**src/rtl/alu_pkg.sv**
```systemverilog
// rtl/alu_pkg.sv - shared op codes, FSM states and status flag layout for alu_seq_core
package alu_pkg;

    typedef enum logic [2:0] {
        OP_ADD = 3'b000,
        OP_SUB = 3'b001,
        OP_MUL = 3'b010,
        OP_DIV = 3'b011,
        OP_AND = 3'b100,
        OP_OR  = 3'b101,
        OP_XOR = 3'b110,
        OP_ILL = 3'b111
    } op_e;

    typedef enum logic [1:0] {
        ST_IDLE = 2'd0,
        ST_EXEC = 2'd1,
        ST_ITER = 2'd2,
        ST_DONE = 2'd3
    } state_e;

    typedef struct packed {
        logic zero;
        logic dz;
        logic ovf;
        logic ill;
    } flags_t;

endpackage

```
**src/rtl/alu_muldiv_iter.sv**
```systemverilog
// rtl/alu_muldiv_iter.sv - radix-2 shift-add multiplier / restoring divider on operand magnitudes
module alu_muldiv_iter #(
    parameter int W = 8
) (
    input  logic             clk,
    input  logic             reset_n,
    input  logic             load,
    input  logic             is_div,
    input  logic [W-1:0]     mag_a,
    input  logic [W-1:0]     mag_b,
    input  logic             sign_a,
    input  logic             sign_b,
    input  logic             step,
    output logic             fin,
    output logic [2*W-1:0]   res,
    output logic             neg_lo,
    output logic             neg_hi
);

    localparam int CW = $clog2(W);

    logic [CW-1:0]  cnt;
    logic [2*W-1:0] acc;
    logic [W-1:0]   divisor;
    logic           div_q;
    logic [W:0]     add_sum;
    logic [2*W:0]   shl;
    logic [W-1:0]   trial;
    logic           fits;

    // Multiply keeps {partial product, remaining multiplier}; divide keeps {remainder, quotient}.
    assign add_sum = {1'b0, acc[2*W-1:W]} + {1'b0, divisor};
    assign shl     = {acc, 1'b0};
    assign fits    = shl[2*W:W] >= {1'b0, divisor};
    assign trial   = shl[2*W-1:W] - divisor;
    assign fin     = (cnt == CW'(W - 1));
    assign res     = acc;

    always_ff @(posedge clk or negedge reset_n) begin
        if (!reset_n) begin
            cnt     <= '0;
            acc     <= '0;
            divisor <= '0;
            div_q   <= 1'b0;
            neg_lo  <= 1'b0;
            neg_hi  <= 1'b0;
        end else if (load) begin
            cnt     <= '0;
            acc     <= {{W{1'b0}}, mag_a};
            divisor <= mag_b;
            div_q   <= is_div;
            neg_lo  <= sign_a ^ sign_b;
            neg_hi  <= is_div ? sign_a : (sign_a ^ sign_b);
        end else if (step) begin
            cnt <= cnt + 1'b1;
            if (div_q) begin
                acc <= fits ? {trial, shl[W-1:1], 1'b1} : shl[2*W-1:0];
            end else begin
                acc <= acc[0] ? {add_sum, acc[W-1:1]} : {1'b0, acc[2*W-1:1]};
            end
        end
    end

endmodule

```
**src/rtl/alu_seq_core.sv**
```systemverilog
// rtl/alu_seq_core.sv - signed W-bit sequential ALU with start/done handshake and status flags
module alu_seq_core
    import alu_pkg::*;
#(
    parameter int W = 8
) (
    input  logic             clk,
    input  logic             reset_n,
    input  logic             start,
    input  logic [2:0]       op,
    input  logic [W-1:0]     in_a,
    input  logic [W-1:0]     in_b,
    output logic [2*W-1:0]   result,
    output logic             done,
    output logic             busy,
    output logic             flag_zero,
    output logic             flag_dz,
    output logic             flag_ovf,
    output logic             flag_ill
);

    state_e         state;
    op_e            op_q;
    logic [W-1:0]   a_q, b_q;
    flags_t         flg_q, flg_nxt;
    logic [2*W-1:0] res_nxt;
    logic [W:0]     sum_w;
    logic [W-1:0]   quo, rem;

    logic           eng_load, eng_fin, eng_neg_lo, eng_neg_hi;
    logic [W-1:0]   mag_a, mag_b;
    logic [2*W-1:0] eng_res;
    logic           iter_path;

    assign mag_a     = a_q[W-1] ? (~a_q + 1'b1) : a_q;
    assign mag_b     = b_q[W-1] ? (~b_q + 1'b1) : b_q;
    assign iter_path = (op_q == OP_MUL) || ((op_q == OP_DIV) && (b_q != '0));
    assign eng_load  = (state == ST_EXEC) && iter_path;

    alu_muldiv_iter #(.W(W)) u_iter (
        .clk     (clk),
        .reset_n (reset_n),
        .load    (eng_load),
        .is_div  (op_q == OP_DIV),
        .mag_a   (mag_a),
        .mag_b   (mag_b),
        .sign_a  (a_q[W-1]),
        .sign_b  (b_q[W-1]),
        .step    (state == ST_ITER),
        .fin     (eng_fin),
        .res     (eng_res),
        .neg_lo  (eng_neg_lo),
        .neg_hi  (eng_neg_hi)
    );

    // Operands stay latched until DONE, so the single-cycle ops are evaluated right at the output load.
    always_comb begin
        res_nxt = '0;
        flg_nxt = '0;
        sum_w   = '0;
        quo     = '0;
        rem     = '0;
        case (op_q)
            OP_ADD: begin
                sum_w   = {a_q[W-1], a_q} + {b_q[W-1], b_q};
                res_nxt = {{(W-1){sum_w[W]}}, sum_w};
            end
            OP_SUB: begin
                sum_w   = {a_q[W-1], a_q} - {b_q[W-1], b_q};
                res_nxt = {{(W-1){sum_w[W]}}, sum_w};
            end
            OP_MUL: res_nxt = eng_neg_lo ? (~eng_res + 1'b1) : eng_res;
            OP_DIV: begin
                if (b_q == '0) begin
                    res_nxt    = {a_q, {W{1'b1}}};
                    flg_nxt.dz = 1'b1;
                end else begin
                    quo         = eng_neg_lo ? (~eng_res[W-1:0] + 1'b1) : eng_res[W-1:0];
                    rem         = eng_neg_hi ? (~eng_res[2*W-1:W] + 1'b1) : eng_res[2*W-1:W];
                    res_nxt     = {rem, quo};
                    flg_nxt.ovf = (a_q == {1'b1, {(W-1){1'b0}}}) && (b_q == {W{1'b1}});
                end
            end
            OP_AND: res_nxt = {{W{1'b0}}, a_q & b_q};
            OP_OR:  res_nxt = {{W{1'b0}}, a_q | b_q};
            OP_XOR: res_nxt = {{W{1'b0}}, a_q ^ b_q};
            OP_ILL: flg_nxt.ill = 1'b1;
            default: res_nxt = '0;
        endcase
        flg_nxt.zero = (res_nxt == '0);
    end

    always_ff @(posedge clk or negedge reset_n) begin
        if (!reset_n) begin
            state  <= ST_IDLE;
            op_q   <= OP_ADD;
            a_q    <= '0;
            b_q    <= '0;
            result <= '0;
            done   <= 1'b0;
            busy   <= 1'b0;
            flg_q  <= '{zero: 1'b1, dz: 1'b0, ovf: 1'b0, ill: 1'b0};
        end else begin
            done <= 1'b0;
            case (state)
                ST_IDLE: begin
                    if (done) busy <= 1'b0;
                    if (start) begin
                        a_q   <= in_a;
                        b_q   <= in_b;
                        op_q  <= op_e'(op);
                        busy  <= 1'b1;
                        state <= ST_EXEC;
                    end
                end
                ST_EXEC: state <= iter_path ? ST_ITER : ST_DONE;
                ST_ITER: if (eng_fin) state <= ST_DONE;
                ST_DONE: begin
                    result <= res_nxt;
                    flg_q  <= flg_nxt;
                    done   <= 1'b1;
                    state  <= ST_IDLE;
                end
                default: state <= ST_IDLE;
            endcase
        end
    end

    assign flag_zero = flg_q.zero;
    assign flag_dz   = flg_q.dz;
    assign flag_ovf  = flg_q.ovf;
    assign flag_ill  = flg_q.ill;

endmodule
```
**config.mk**
```make
export PLATFORM = sky130hd
export DESIGN_NAME = alu_seq_core
export DESIGN_NICKNAME = d
export VERILOG_FILES = /design/src/rtl/alu_pkg.sv /design/src/rtl/alu_muldiv_iter.sv /design/src/rtl/alu_seq_core.sv
export SDC_FILE = /design/constraint.sdc
export NUM_CORES = 1
export LEC_CHECK = 0
export CAP_MARGIN = 40
export CELL_PAD_IN_SITES_DETAIL_PLACEMENT = 0
export CELL_PAD_IN_SITES_GLOBAL_PLACEMENT = 1
export CORE_ASPECT_RATIO = 0.8
export CORE_MARGIN = 2
export CORE_UTILIZATION = 29
export CTS_BUF_LIST = sky130_fd_sc_hd__clkbuf_8
export CTS_CLUSTER_DIAMETER = 50
export DETAILED_ROUTE_END_ITERATION = 10
export PLACE_DENSITY = 0.57
export SYNTH_ARGS = -nofsm -noshare
export SYNTH_HDL_FRONTEND = slang
export SYNTH_HIERARCHICAL = 1
export SYNTH_SLANG_ARGS = --single-unit
```
**constraint.sdc**
```tcl
create_clock -name clk -period 3.2 [get_ports clk]
set_clock_uncertainty 0.15 [all_clocks]
set_input_delay 0.8 -clock clk [delete_from_list [all_inputs] [get_ports clk]]
set_output_delay 0.8 -clock clk [all_outputs]
set_load 0.02 [all_outputs]
```
-- After elaboration in Yosys (flattened, before gate mapping)
Index checks and enable logic that the tools add are counted.
- flip-flop bits (word level): 73
- output and inout port bits: 22
- bits of input ports: 22
- eq/ne operators: 15
- reductions and logical operators: 14
- bitwise operators: 9
- $add $sub $neg: 10
- magnitude comparators: 1
- multiplexer cells: 26
- operators by type and width (operator ; number):
    16-bit two-way mux ; 7
    16-bit case mux with 7 select lines ; 1
    8-bit by 1-bit adder with 8-bit output (second input constant) ; 4
    8-bit two-way mux ; 4
    8-bit NOT ; 4
    8-bit by 8-bit adder with 9-bit output ; 2
    16-bit by 1-bit adder with 16-bit output (second input constant) ; 1
    8-bit equality test (second input constant) ; 2
    16-bit zero test ; 1
    16-bit NOT ; 1
    3-bit equality test (second input constant) ; 5
    9-bit by 8-bit >= comparator with 1-bit output ; 1
    8-bit by 8-bit subtractor with 9-bit output ; 1
    8-bit AND ; 1
    8-bit zero test ; 1
    1-bit two-way mux ; 8
    8-bit bitwise OR ; 1
    2-bit case mux with 4 select lines ; 1
    8-bit nonzero test ; 1
    8-bit subtractor ; 1
    8-bit bitwise XOR ; 1
    3-bit by 2-bit equality test with 1-bit output (second input constant) ; 2
    2-bit two-way mux ; 3
    3-bit two-way mux ; 2
    other kinds (12) ; 19

-- Depth between registers and ports, before layout
- word-level depth: 6
- gate-level depth with buffers: 11
- gate-level depth less buffers: 10

-- By module
Netlist, hierarchy kept.
- modules (own cells, without submodules) (module ; area each (µm²) ; cells an instance ; instances):
    alu_seq_core ; 4073.9 ; 486 ; 1
    alu_muldiv_iter ; 2289.7 ; 268 ; 1

-- Worst setup path after synthesis
No wires, ideal clock.
- path type: flip-flop to flip-flop
- start point: register u_iter.acc[0] (netlist: u_iter/res[0])
- end point: register flg_q (netlist bit flag_zero)
- slack: 0.246 ns
- setup time: 0.089 ns
- path buffers: 1
- data arrival time: 2.715 ns
- stages on the path, launching flop included: 11
- data required time: 2.961 ns
- period minus slack after synthesis: 2.954 ns
- cells stage by stage: dfrtp_1 inv_1 ha_1 or3b_1 clkbuf_1 or4_4 a221oi_2 o22ai_1 nor4_1 nand4_1 o32ai_2
- longest elaborated chain between the ends: 6
- RTL lines (element ; line ; text):
    from (decl) ; alu_muldiv_iter.sv:23 ; logic [2*W-1:0] acc;
    from (signal assigned) ; alu_muldiv_iter.sv:49 ; acc <= {{W{1'b0}}, mag_a};
    from (signal assigned) ; alu_muldiv_iter.sv:57 ; acc <= fits ? {trial, shl[W-1:1], 1'b1} : shl[2*W-1:0];
    from (signal assigned) ; alu_muldiv_iter.sv:59 ; acc <= acc[0] ? {add_sum, acc[W-1:1]} : {1'b0, acc[2*W-1:1]};
    8-bit NOT ; alu_seq_core.sv:78 ; quo = eng_neg_lo ? (~eng_res[W-1:0] + 1'b1) : eng_res[W-1:0];
    8-bit by 1-bit adder with 8-bit output ; alu_seq_core.sv:78 ;
    8-bit two-way mux ; alu_seq_core.sv:78 ;
    16-bit two-way mux ; alu_seq_core.sv:74 ; if (b_q == '0) begin
    16-bit case mux with 7 select lines * ; alu_seq_core.sv:63 ; case (op_q)
    16-bit zero test * ; alu_seq_core.sv:90 ; flg_nxt.zero = (res_nxt == '0);
    to (signal assigned) ; alu_seq_core.sv:102 ; flg_q <= '{zero: 1'b1, dz: 1'b0, ovf: 1'b0, ill: 1'b0};
    to (signal assigned) ; alu_seq_core.sv:120 ; flg_q <= flg_nxt;
    to (decl) ; alu_seq_core.sv:25 ; flags_t flg_q, flg_nxt;
Mark *: on every way between the ends. The rest lies on a longest branch, timed or not.
A chain may end at the register's enable or synchronous reset.

-- Final worst setup path
- start point: register a_q[0]
- end point: register flg_q (netlist bit flag_zero)
- longest elaborated chain between the ends: 3
- RTL lines (element ; line ; text):
    from (decl) ; alu_seq_core.sv:24 ; logic [W-1:0] a_q, b_q;
    from (signal assigned) ; alu_seq_core.sv:109 ; a_q <= in_a;
    8-bit by 8-bit subtractor with 9-bit output (tied with other cells) ; alu_seq_core.sv:69 ; sum_w = {a_q[W-1], a_q} - {b_q[W-1], b_q};
    16-bit case mux with 7 select lines * ; alu_seq_core.sv:63 ;
    16-bit zero test * ; alu_seq_core.sv:90 ;
Marks and branches as above.

==> results.toml <==
[run_status]
status = "complete, no violations"

[final_layout]
diodes = 0
nFillCells = 2244
finalNetCount = 899
area_growth_pct = 19.7
layout-drive-gt1-share_pct = 14.2

[timing]
worst_slew_pin_slew_ns = 0.665
setup_violations = 0
rsz0062_at_grt = "no"
drv_slew = 0
fin_setup_tns_ns = 0
slew_headroom_pct = 55.1
fin_crit_sh_pct = 95.8
min_period_ns = 3.06
clock.fmax_mhz = 326
hold_viol_final = 0

[global_route]
grt_overflow_total = 0
grt_max_degree = 74
grt_pass1_wl_um = 33400
grt.total_usage_pct = 19.0
antenna_found_initial = 1
grt_pass1_vias = 5649

[detailed_routing]
vias = 5935
routed_via_density = 5.41
routed_wl_um = 21400
wl_per_cell_um = 19.5
drc_errors = 0
antenna_left = 0
drtPass1Iterations = 6
drt_iter0_drc = 331

[clock_tree]
cts_buffers = 9
cts_root_buf = "clkbuf_8"
postCtsHoldBufs = 0
clock_latency_ns = 0.38
clk_path_buf_depth = 2
cts.clk_slew.worst_paths_ns = 0.10
cts_tree = "built"
numClockSinks = 73
cts_max_level = 3

[yosys]
yosysWarnings = 6
seq_area_frac_synth_pct = 28.7
synthesis.area_mm2 = 0.00636
synth-seq-cells = 73
async_flop_share_pct = 100
synth.distinct_cells = 78
ys.flop_type = "dfrtp_1"
postSynthCellCount = 754
syn_avg_cell_area_um2 = 8.44
syn-num-nets = 836
synth-edff-count = 0

[run]
max_cap_viol_count = 0

[setup_path]
critical-path-slowest-cell = "dfrtp_1"
crit_fanout = 6
criticalPathCategory = "flip-flop to flip-flop"
required_ns = 3.34
end_kind = "flip-flop"
max_stage_delay_ns = 0.46
critPathLaunchType = "flip-flop"
arrival_ns = 3.20
crit_chain = "inv_1 -> ha_1 -> fa_1 -> o21bai_1 -> a21oi_1 -> mux2i_1 -> nand3_1 -> a211oi_1 -> nand4_1 -> o32ai_2"

[die]
die-width_um = 170
die_height_um = 136
core-area_mm2 = 0.0216
start_util_pct = 29.5
io_pins = 44
num_rows = 48
die_area_mm2 = 0.0232

[placed_design]
io_buffers = 43
place_congestion = 0.877
dp_hpwl_um = 17100

[hold_path]
min_path_type = "primary input to async pin"
## routing by layer
metal / track usage, % / routed length (µm) / vias up / share of wire, %
met5: 0 / 11 / - / 0.051
met4: 4.99 / 350 / 2 / 1.6
met3: 4.11 / 1410 / 23 / 6.6
met2: 26.7 / 8570 / 181 / 40
met1: 29.2 / 11100 / 2894 / 52
li1: - / - / 2835 / -
## worst max-delay path: cells and delay by family (launching register included)
kind | cells | cell delay [ns]
AOI/OAI and AO/OA | 4 | 1.12
muxes | 1 | 0.17
and+or+nand+nor | 2 | 0.30
adders and majority gates | 2 | 0.67
DFF | 1 | 0.46
buffers and inverters | 1 | 0.12
## registers in the layout, summed over array words and instances (netlist names)
| name | cells |
|---|---|
| op_q | 3 |
| flag_zero | 1 |
| u_iter/neg_lo | 1 |
| flag_dz | 1 |
| flag_ovf | 1 |
| u_iter/div_q | 1 |
| u_iter/divisor | 8 |
| b_q | 8 |
| state | 2 |
| busy | 1 |
| result | 16 |
| u_iter/res | 16 |
| u_iter/neg_hi | 1 |
| flag_ill | 1 |
| u_iter/cnt | 3 |
| a_q | 8 |
| done | 1 |
## worst paths after layout
check	from	endpoint	slack [ns]	depth (start not counted)
worst max-delay path	a_q[0]	flag_zero	0.14	10
max in group asynchronous	reset_n	a_q[7]	2.27	2
worst max register to register	a_q[0]	flag_zero	0.14	10
worst min-delay path	reset_n	result[10]	0.29	2
worst min register to register	flag_ill	flag_ill	0.34	2
min in group clk	flag_ill	flag_ill	0.34	2
## cells in the mapped netlist, types with 7 or more instances
cell	count	area share (%)
a211oi_1	14	1.7
a21oi_1	47	3.7
clkbuf_1	34	2.0
dfrtp_1	72	28
ha_1	56	11
inv_1	63	3.7
mux2_2	24	4.2
mux2i_1	14	2.2
nand2_1	47	2.8
nand2b_1	10	0.98
nand3_1	26	2.0
nand4_1	7	0.69
nor2_1	61	3.6
nor2b_1	12	1.2
nor3_1	19	1.5
nor3b_1	7	0.83
o211ai_1	9	1.1
o21ai_0	55	4.3
o22ai_1	7	0.69
o31ai_1	12	1.4
xnor2_1	28	3.9
xor2_1	10	1.4
## through the flow
step	instance area [µm²]	hold WS, ns	utilization, %	std cells	worst slack [ns]
floorplan	6360	0.337	-	754	0.246
detailed placement	7370	0.324	34.2	1081	0.218
global placement	7370	0.313	34.2	1081	0.252
global route	7620	0.306	35.3	1097	0.0236
finish	7620	0.293	35.3	1097	0.136
CTS	7610	0.295	35.3	1097	0.169
## final cells by class
| class | instances | area (µm²) | area share, % |
|---|---|---|---|
| well taps | 275 | 344 | 4.52 |
| clock buffers | 10 | 138 | 1.81 |
| inverters | 66 | 248 | 3.25 |
| repair buffers | 95 | 831 | 10.9 |
| clock inverters | 6 | 106 | 1.40 |
| multi-input cells | 572 | 4130 | 54.1 |
| flip-flops and latches | 73 | 1830 | 24.0 |
## placed cells by master, fill, tap and decap left out, types with 6 or more instances in the layout
cell             synthesis  layout
nand2b_1                10      10
ha_1                    56      56
clkbuf_8                 0      10
a211oi_1                14      14
dfrtp_1                 72      72
o211ai_1                 9       9
clkdlybuf4s50_1          0      42
xor2_1                  10      10
o2111ai_1                6       6
a21oi_1                 47      47
xnor2_1                 28      28
nand2_1                 47      47
nor2_1                  61      61
nor3_1                  19      19
mux2_2                  24      24
inv_1                   63      65
nand3_1                 26      26
o22ai_1                  7       7
nand4_1                  7       7
a31oi_1                  6       6
buf_4                    0      52
nor2b_1                 12      11
o31ai_1                 12      12
o21ai_0                 55      55
mux2i_1                 14      14
## kinds of logic (layout without fill, tap and decap cells)
logic type	count (synthesis)	after routing	synth area share, %
adder cells (fa/ha/maj)	60	60	12.3
AND/OR/NAND/NOR	222	222	17.5
multiplexers	39	39	6.80
flip-flops	73	73	28.7
AO/OA/AOI/OAI	213	213	22.8
buffers and inverters	109	177	6.65
XOR/XNOR	38	38	5.23
## repair_timing
action                                  4_1_cts  5_1_grt
resized for setup                             0        2
buffers inserted                              0        0
endpoints found under the setup margin        0        1
Power is left out: the tool's default activity adds up to more than one toggle a clock period on the data nets, which glitch-free logic cannot reach.
